`src/rtl/pattern_detector.sv`:
```
// rtl/pattern_detector.sv - serial bit-pattern detector with per-bit mask and match counter
//
// Optional feature macro: PATTERN_DETECTOR_MATCH_COUNT_EN
//   defined   : match_count counts matches (saturating) and count_clr clears it
//   undefined : match_count is tied to 0 and count_clr is ignored
//
// Parameters
//   W          pattern / shift-register width (2..32)
//   CNT_W      match counter width
// Ports
//   clk            in   clock, rising edge
//   rst_n          in   asynchronous active-low reset
//   load           in   capture pattern and mask, restart the fill
//   pattern [W]    in   reference pattern, bit W-1 is the oldest received bit
//   mask    [W]    in   per-bit compare enable (1 = compare, 0 = don't care)
//   serial_in      in   serial data bit
//   in_valid       in   serial_in is valid this cycle
//   overlap        in   1 = overlapping detection, 0 = non-overlapping
//   count_clr      in   synchronous clear of match_count
//   pattern_match  out  one-cycle registered match pulse
//   armed          out  a pattern has been loaded since reset
//   match_count    out  saturating match count

module pattern_detector #(
   parameter int W     = 6,
   parameter int CNT_W = 8
) (
   input  logic             clk,
   input  logic             rst_n,
   input  logic             load,
   input  logic [W-1:0]     pattern,
   input  logic [W-1:0]     mask,
   input  logic             serial_in,
   input  logic             in_valid,
   input  logic             overlap,
   input  logic             count_clr,
   output logic             pattern_match,
   output logic             armed,
   output logic [CNT_W-1:0] match_count
);

   // The fill counter only has to reach W-1: the W-th accepted bit is
   // recognised by the counter sitting at W-1 while a bit is accepted.
   localparam int             FW        = (W > 1) ? $clog2(W) : 1;
   localparam logic [FW-1:0]  FILL_LAST = FW'(W - 1);

   typedef enum logic [1:0] {
      IDLE = 2'd0,
      FILL = 2'd1,
      HUNT = 2'd2
   } state_t;

   state_t          state_q, state_d;
   logic [W-1:0]    sr_q;
   logic [W-1:0]    sr_next;
   logic [W-1:0]    pattern_q;
   logic [W-1:0]    mask_q;
   logic [FW-1:0]   fill_q, fill_d;
   logic            match_q;
   logic            armed_q;
   logic            accept;
   logic            window_full;
   logic            match_hit;

   // A bit is taken only once a pattern exists and load is not competing
   // for the same cycle; a load-cycle bit is dropped on purpose.
   always_comb begin
      accept  = in_valid && !load && (state_q != IDLE);
      sr_next = sr_q;
      if (accept) begin
         sr_next = {sr_q[W-2:0], serial_in};
      end
      window_full = (state_q == HUNT) || ((state_q == FILL) && (fill_q == FILL_LAST));
      match_hit   = accept && window_full && (((sr_next ^ pattern_q) & mask_q) == '0);
   end

   always_comb begin
      state_d = state_q;
      fill_d  = fill_q;
      if (load) begin
         state_d = FILL;
         fill_d  = '0;
      end else if (accept) begin
         if (state_q == FILL) begin
            if (fill_q == FILL_LAST) begin
               state_d = HUNT;
            end else begin
               fill_d = fill_q + FW'(1);
            end
         end
         // overlap is looked at only here, on the match cycle itself.
         if (match_hit && !overlap) begin
            state_d = FILL;
            fill_d  = '0;
         end
      end
   end

   always_ff @(posedge clk or negedge rst_n) begin
      if (!rst_n) begin
         state_q   <= IDLE;
         fill_q    <= '0;
         sr_q      <= '0;
         pattern_q <= '0;
         mask_q    <= '0;
         match_q   <= 1'b0;
         armed_q   <= 1'b0;
      end else begin
         state_q <= state_d;
         fill_q  <= fill_d;
         match_q <= match_hit;
         if (accept) begin
            sr_q <= sr_next;
         end
         if (load) begin
            pattern_q <= pattern;
            mask_q    <= mask;
            armed_q   <= 1'b1;
         end
      end
   end

   assign pattern_match = match_q;
   assign armed         = armed_q;

`ifdef PATTERN_DETECTOR_MATCH_COUNT_EN
   logic [CNT_W-1:0] count_q;

   // Clear wins over a same-cycle match; the count sticks at all-ones.
   always_ff @(posedge clk or negedge rst_n) begin
      if (!rst_n) begin
         count_q <= '0;
      end else if (count_clr) begin
         count_q <= '0;
      end else if (match_hit && (count_q != {CNT_W{1'b1}})) begin
         count_q <= count_q + CNT_W'(1);
      end
   end

   assign match_count = count_q;
`else
   logic unused_count_clr;

   assign unused_count_clr = count_clr;
   assign match_count      = '0;
`endif

endmodule

```
`config.mk`:
```
export PLATFORM = sky130hd
export DESIGN_NAME = pattern_detector
export DESIGN_NICKNAME = d
export VERILOG_FILES = /design/src/rtl/pattern_detector.sv
export SDC_FILE = /design/constraint.sdc
export NUM_CORES = 1
export LEC_CHECK = 0
export BUFFER_PORTS_ARGS = -buffer_cell sky130_fd_sc_hd__buf_2
export CAP_MARGIN = 25
export CORE_UTILIZATION = 60
export CTS_BUF_LIST = sky130_fd_sc_hd__clkbuf_8
export DETAILED_ROUTE_END_ITERATION = 16
export PLACE_DENSITY = 0.87
export SKIP_LAST_GASP = 1
export SYNTH_ARGS = -nofsm -noshare
export SYNTH_HDL_FRONTEND = slang
export SYNTH_SLANG_ARGS = --single-unit
export TNS_END_PERCENT = 50
```
`constraint.sdc`:
```
create_clock -name clk -period 4.54 [get_ports clk]
set_clock_uncertainty 0.1 [all_clocks]
set_input_delay 0.227 -clock clk [delete_from_list [all_inputs] [get_ports clk]]
set_output_delay 0.227 -clock clk [all_outputs]
set_load 0.01 [all_outputs]
```
==> flow_metrics.env, run 1 <==
export IMPL_status="completed"
export IMPL_grt_usage=0.215
export IMPL_critPathMaxStageDelay_ns=0.59
export IMPL_setup_viol=0
export IMPL_netSwitchingFraction=0.299
export IMPL_grt_pass1_wl_um=3860
export IMPL_syn_area_sq_mm=0.00134
export IMPL_io_pins=29
export IMPL_final_nets=154
export IMPL_synthArstFlopShare=1.00
export IMPL_endpoint_kind="register"
export IMPL_drcViolationCount=0
export IMPL_reg2reg_to="fill_q[1]$_DFFE_PN0P_"
export IMPL_antenna_found_initial=0
export IMPL_cp_arrival_ns=2.31
export IMPL_synth_edf_count=0
export IMPL_num_rows=16
export IMPL_syn_to_final_growth_pct=10.7
export IMPL_pwr_share_clk=0.233
export IMPL_place_gp_congestion=0.804
export IMPL_yosys_register_bits=25
export IMPL_path_clk_slew_ns=0.09
export IMPL_io_buffers=19
export IMPL_slew_headroom=0.570
export IMPL_layout_drive_gt1_share=0.371
export IMPL_finalCriticalPeriod_ns=2.23
export IMPL_cts_tree="built"
export IMPL_cts_root_buf="clkbuf_8"
export IMPL_fmax_mhz=449
export IMPL_r2r_slack_ns=2.31
export IMPL_cp_endpoint="fill_q[1]$_DFFE_PN0P_"
export IMPL_antenna_left=0
export IMPL_grt_start_max_net_pins=26
export IMPL_p_leak_uw=0.000641
export IMPL_wl_per_cell_um=14.1
export IMPL_power_frac_comb=0.238
export IMPL_critPathLaunch="fill_q[0]$_DFFE_PN0P_"
export IMPL_firstDrtPassIters=6
export IMPL_cts_setup_buffers=0
export IMPL_numClockSinks=25
export IMPL_cts_path_max_buffers=2
export IMPL_criticalPathCategory="reg -> reg"
export IMPL_path_cells="ha_1 > and2_1 > nor4b_1 > mux2_2 > a211oi_1"
export IMPL_crit_fanout=3
export IMPL_synth_warnings=0
export IMPL_grt_ovfl_total=0
export IMPL_final_cell_mix="dfrtp_1, buf_2, mux2_2, xor2_1, conb_1"
export IMPL_power_switching_uw=168
export IMPL_initial_core_util=0.663
export IMPL_irDropWorstVdd_uv=272
export IMPL_worst_hold_path_type="in -> reg"
export IMPL_synth_area_per_cell_sq_um=12.1
export IMPL_place_hpwl_um=1660
export IMPL_cts_resized=0
export IMPL_rsz0062_at_grt="false"
export IMPL_layout_commonest_cell="dfrtp_1"
export IMPL_routed_wl_um=2240
export IMPL_viasPerCell=5.53
export IMPL_htreeDepth=1
export IMPL_syn_inst=111
export IMPL_crit_buf_inv=0
export IMPL_n_antenna_cell=0
export IMPL_vias=879
export IMPL_start_kind="register"
export IMPL_fin_setup_tns_ns=0
export IMPL_slew_violations=0
export IMPL_crit_slowest_cell="nor4b_1"
export IMPL_die_w_um=49.3
export IMPL_die_y_um=49.3
export IMPL_pwr_density_cell_mw_per_mm2=378
export IMPL_numCtsBuffers=3
export IMPL_yosysSeqAreaShare=0.467
export IMPL_r2r_start="fill_q[0]$_DFFE_PN0P_"
export IMPL_dp_cells=154
export IMPL_die_area_sq_mm=0.00243
export IMPL_max_cap_violations=0
export IMPL_coreArea_sq_mm=0.00202
export IMPL_crit_cells=5
export IMPL_crit_required_ns=4.62
export IMPL_reg2reg_depth=5
export IMPL_grt_pass1_vias=865
export IMPL_synth_distinct_cells=37
export IMPL_finalCritPeriodShare=0.490
export IMPL_seqPwrFrac=0.529
export IMPL_intPower_uw=394
export IMPL_clk_latency_ns=0.27
export IMPL_stdcell_count=159
export IMPL_fin_util=0.734
export IMPL_hold_viol=0
export IMPL_drt_iter0_markers=26
export IMPL_yosys_most_used_dff="dfrtp_1"
export IMPL_tightest_slew_ns=0.637
export IMPL_crit_family="simple AND/OR/NAND/NOR gates"
[power by group through the flow]
stage,Sequential [uW],Combinational [uW],Clock [uW]
after global routing,304,146,142
after floorplan,291,112,0
final,297,134,131
after CTS,297,135,133
after detailed placement,301,134,0
after global placement,299,127,0
[per-stage QoR]
stage	hold WS (ns)	total power, uW	setup WS [ns]	cell area, sq um
detailed placement	0.140	435	2.31	1430
global placement	0.131	426	2.40	1430
CTS	0.0736	565	2.30	1480
floorplan	-0.169	403	2.52	1370
finish	0.0795	561	2.31	1480
global route	0.0778	593	2.14	1480
[repair_timing]
action / 4_1_cts / 5_1_grt
hold endpoints to repair: 25 / 0
setup endpoints to repair: 0 / 0
hold buffers: 1 / 0
[cells in the mapped netlist, types with 2 or more instances]
| cell type | instances | area share |
|---|---|---|
| nand2b_1 | 3 | 0.014 |
| dfrtp_1 | 25 | 0.47 |
| nand2_1 | 7 | 0.020 |
| buf_4 | 8 | 0.045 |
| nor2_4 | 2 | 0.017 |
| clkbuf_1 | 2 | 0.0056 |
| xor2_1 | 9 | 0.059 |
| mux2_2 | 18 | 0.15 |
| a211oi_1 | 4 | 0.022 |
| inv_1 | 2 | 0.0056 |
| nand3b_1 | 2 | 0.011 |
| nor2_1 | 2 | 0.0056 |
| ha_1 | 2 | 0.019 |
| nor3_1 | 2 | 0.0075 |
[kinds of logic (layout without fill, tap and decap cells)]
| family | after synthesis | after routing | synth area share |
|---|---|---|---|
| AO/OA/AOI/OAI | 16 | 16 | 0.106 |
| adder cells (fa/ha/maj) | 2 | 2 | 0.0187 |
| AND/OR/NAND/NOR | 26 | 26 | 0.125 |
| buffers and inverters | 12 | 26 | 0.0560 |
| other | 1 | 8 | 0.00280 |
| XOR/XNOR | 10 | 10 | 0.0654 |
| multiplexers | 19 | 19 | 0.159 |
| flip-flops | 25 | 25 | 0.467 |
[sequential cells by signal (all words and copies together) (netlist names)]
register	cells
state_q	2
mask_q	6
sr_q	6
pattern_q	6
pattern_match	1
armed	1
fill_q	3
[worst reg2reg max path: stages, from the launching register on]
cell      delay [ns]
dfrtp_1         0.42
ha_1            0.22
and2_1          0.19
nor4b_1         0.59
mux2_2          0.41
a211oi_1        0.22
[layout make-up]
| cell class | instances | area (sq um) |
|---|---|---|
| repair buffers | 20 | 105 |
| inverters | 2 | 7.51 |
| fillers | 152 | 538 |
| well taps | 27 | 33.8 |
| multi-input cells | 81 | 666 |
| flip-flops and latches | 25 | 626 |
| clock buffers | 3 | 41.3 |
| clock inverters | 1 | 5.00 |
[worst min path at each step]
stage	slack, ns	from	end	depth (start not counted)
final	0.08	pattern[1]	pattern_q[1]$_DFFE_PN0P_	2
after global routing	0.08	pattern[1]	pattern_q[1]$_DFFE_PN0P_	2
after CTS	0.07	pattern[2]	pattern_q[2]$_DFFE_PN0P_	3
after detailed placement	0.14	rst_n	state_q[1]$_DFFE_PN0P_	1
after global placement	0.13	rst_n	state_q[0]$_DFFE_PN0P_	1
after floorplan	-0.17	rst_n	armed$_DFFE_PN0P_	0
[layer usage]
layer  vias to the layer above  global-route usage  share of wire
met3                         5              0.0312          0.034
met4                         0               0.118          0.019
met1                       423               0.269           0.45
li1                        424                   -              -
met2                        27               0.356           0.49
met5                         -                   0              0
Note: power is estimated with default switching activity, not from simulation.
==> run 2: changes to the inputs <==
- CORE_UTILIZATION: 60 -> 50
- PLACE_DENSITY: 0.87 -> 0.77
- clock period: 4.54 -> 1.85 ns (I/O delays scaled with it)
==> run 2 against run 1 <==
The flow now finishes with violations (setup timing). Highest routed layer unchanged. Utilization fell by 1.7 points. Flip-flop and latch count did not move. Critical path depth rose by 1. Worst setup slack got worse by 2.3 ns. Final area rose by 21%. Sequential power rose by 140%. Die area rose by 19%. Critical endpoint is now state_q[0]$_DFFE_PN0P_. Non-clock buffer count rose by 30. Count of clock-buffer cells in the layout did not move. Clock power rose by 140%. Register-to-register slack got worse by 2.3 ns. Maximum frequency rose by 19%.
==> flow_metrics.env, run 2 (synthesis gave the netlist of run 1 again) <==
export IMPL_grt_usage=0.230
export IMPL_fin_setup_tns_ns=-0.0601
export IMPL_status="finished, violations left"
export IMPL_slew_violations=0
export IMPL_setup_viol=5
export IMPL_coreArea_sq_mm=0.00250
export IMPL_fmax_mhz=532
export IMPL_routed_wl_um=2820
export IMPL_cts_tree="built"
export IMPL_dp_cells=169
export IMPL_antenna_found_initial=0
export IMPL_fin_util=0.717
export IMPL_layout_commonest_cell="dfrtp_1"
export IMPL_violations="setup timing"
export IMPL_vias=1022
export IMPL_tightest_slew_ns=0.553
export IMPL_pwr_density_cell_mw_per_mm2=856
export IMPL_grt_ovfl_total=0
export IMPL_drt_iter0_markers=16
export IMPL_htreeDepth=1
export IMPL_path_clk_slew_ns=0.09
export IMPL_antenna_left=0
export IMPL_power_frac_comb=0.338
export IMPL_drcViolationCount=0
export IMPL_numCtsBuffers=3
export IMPL_max_cap_violations=0
export IMPL_critPathLaunch="sr_q[3]$_DFFE_PN0P_"
export IMPL_crit_cells=6
export IMPL_crit_fanout=3
export IMPL_r2r_start="sr_q[3]$_DFFE_PN0P_"
export IMPL_p_leak_uw=0.000802
export IMPL_criticalPathCategory="reg -> reg"
export IMPL_path_cells="xor2_1 > a22o_1 > or3_4 > a221oi_4 > buf_4 > a221o_2"
export IMPL_numClockSinks=25
export IMPL_cts_root_buf="clkbuf_8"
export IMPL_initial_core_util=0.536
export IMPL_largestRegisters="mask_q: 6 flops, pattern_q: 6 flops, sr_q: 6 flops"
export IMPL_crit_family="compound AO/OA/AOI/OAI gates"
export IMPL_crit_buf_inv=1
export IMPL_die_y_um=53.8
export IMPL_crit_slowest_cell="dfrtp_1"
export IMPL_reg2reg_to="state_q[0]$_DFFE_PN0P_"
export IMPL_finalCritPeriodShare=1.02
export IMPL_io_pins=29
export IMPL_cp_endpoint="state_q[0]$_DFFE_PN0P_"
export IMPL_grt_pass1_vias=1097
export IMPL_worst_hold_path_type="in -> reg"
export IMPL_place_hpwl_um=1920
export IMPL_num_rows=18
export IMPL_pwr_share_clk=0.203
export IMPL_clk_latency_ns=0.26
export IMPL_place_gp_congestion=0.772
export IMPL_cp_arrival_ns=1.99
export IMPL_fin_ws_ns=-0.0280
export IMPL_layout_drive_gt1_share=0.444
export IMPL_final_nets=184
export IMPL_grt_pass1_wl_um=4600
export IMPL_critPathMaxStageDelay_ns=0.40
export IMPL_reg2reg_depth=6
export IMPL_firstDrtPassIters=4
export IMPL_die_area_sq_mm=0.00289
export IMPL_intPower_uw=1080
export IMPL_final_cell_mix="dfrtp_1, buf_2, mux2_2, buf_4, dlygate4sd3_1"
export IMPL_r2r_slack_ns=-0.03
export IMPL_die_w_um=53.8
export IMPL_finalCriticalPeriod_ns=1.88
export IMPL_n_fill_cell=181
export IMPL_irDropWorstVdd_uv=757
export IMPL_grt_start_max_net_pins=26
export IMPL_slew_headroom=0.631
export IMPL_syn_to_final_growth_pct=33.7
export IMPL_start_kind="register"
export IMPL_cts_path_max_buffers=2
export IMPL_io_buffers=19
export IMPL_wl_per_cell_um=14.7
export IMPL_hold_slack_ns=0.113
export IMPL_power_switching_uw=452
export IMPL_stdcell_count=192
export IMPL_hold_viol=0
export IMPL_seqPwrFrac=0.459
export IMPL_crit_required_ns=1.96
export IMPL_endpoint_kind="register"
export IMPL_rsz0062_at_grt="true"
export IMPL_netSwitchingFraction=0.295
export IMPL_n_antenna_cell=0
export IMPL_viasPerCell=5.32
-- run 2: power by group through the flow --
stage / Combinational [uW] / Clock, uW / Sequential, uW
final: 518 / 311 / 704
after global routing: 562 / 339 / 716
after CTS: 477 / 319 / 703
after detailed placement: 419 / 0 / 715
after global placement: 400 / 0 / 708
after floorplan: 278 / 0 / 714
-- run 2: worst min-delay path by stage --
stage                                  end      from  cells past startpoint
detailed placement  state_q[0]$_DFFE_PN0P_     rst_n                      1
floorplan                armed$_DFFE_PN0P_     rst_n                      0
global placement    state_q[1]$_DFFE_PN0P_     rst_n                      1
global route        state_q[1]$_DFFE_PN0P_  in_valid                      3
finish              state_q[1]$_DFFE_PN0P_  in_valid                      3
CTS                 state_q[1]$_DFFE_PN0P_  in_valid                      3
-- run 2: metal layers --
metal / global-route usage / up-vias / part of all wire
met5: 0 / - / 0
met4: 0.127 / 0 / 0.024
met3: 0.0311 / 8 / 0.034
met2: 0.407 / 32 / 0.54
met1: 0.264 / 498 / 0.40
li1: - / 484 / -
-- run 2: worst min-delay path, cell delays in order --
cell	delay, ns
buf_2	0.12
a31oi_1	0.16
a211oi_1	0.07
-- run 2: stage by stage --
stage | setup slack, ns | total power, uW | instance area (sq um)
detailed placement | -0.0554 | 1130 | 1540
global route | -0.0961 | 1620 | 1790
floorplan | 0.0199 | 992 | 1380
finish | -0.0280 | 1530 | 1790
global placement | -0.0229 | 1110 | 1540
CTS | -0.0361 | 1500 | 1760
-- run 2: final cells by class --
class	instances	area, sq um	share of cell area
timing repair buffer	50	367	0.205
clock buffer	3	41.3	0.0230
multi-input combinational	81	709	0.396
inverter	2	7.51	0.00419
sequential	25	626	0.349
clock inverter	1	3.75	0.00209
tap	30	37.5	0.0209
-- run 2: timing repair --
action / 4_1_cts / 5_1_grt
hold buffers: 14 / 0
pin swaps: 3 / 3
gates cloned: 0 / 0
setup buffers: 3 / 2
endpoints found under the hold margin: 38 / 0
gates resized for setup: 4 / 4
endpoints found under the setup margin: 6 / 6
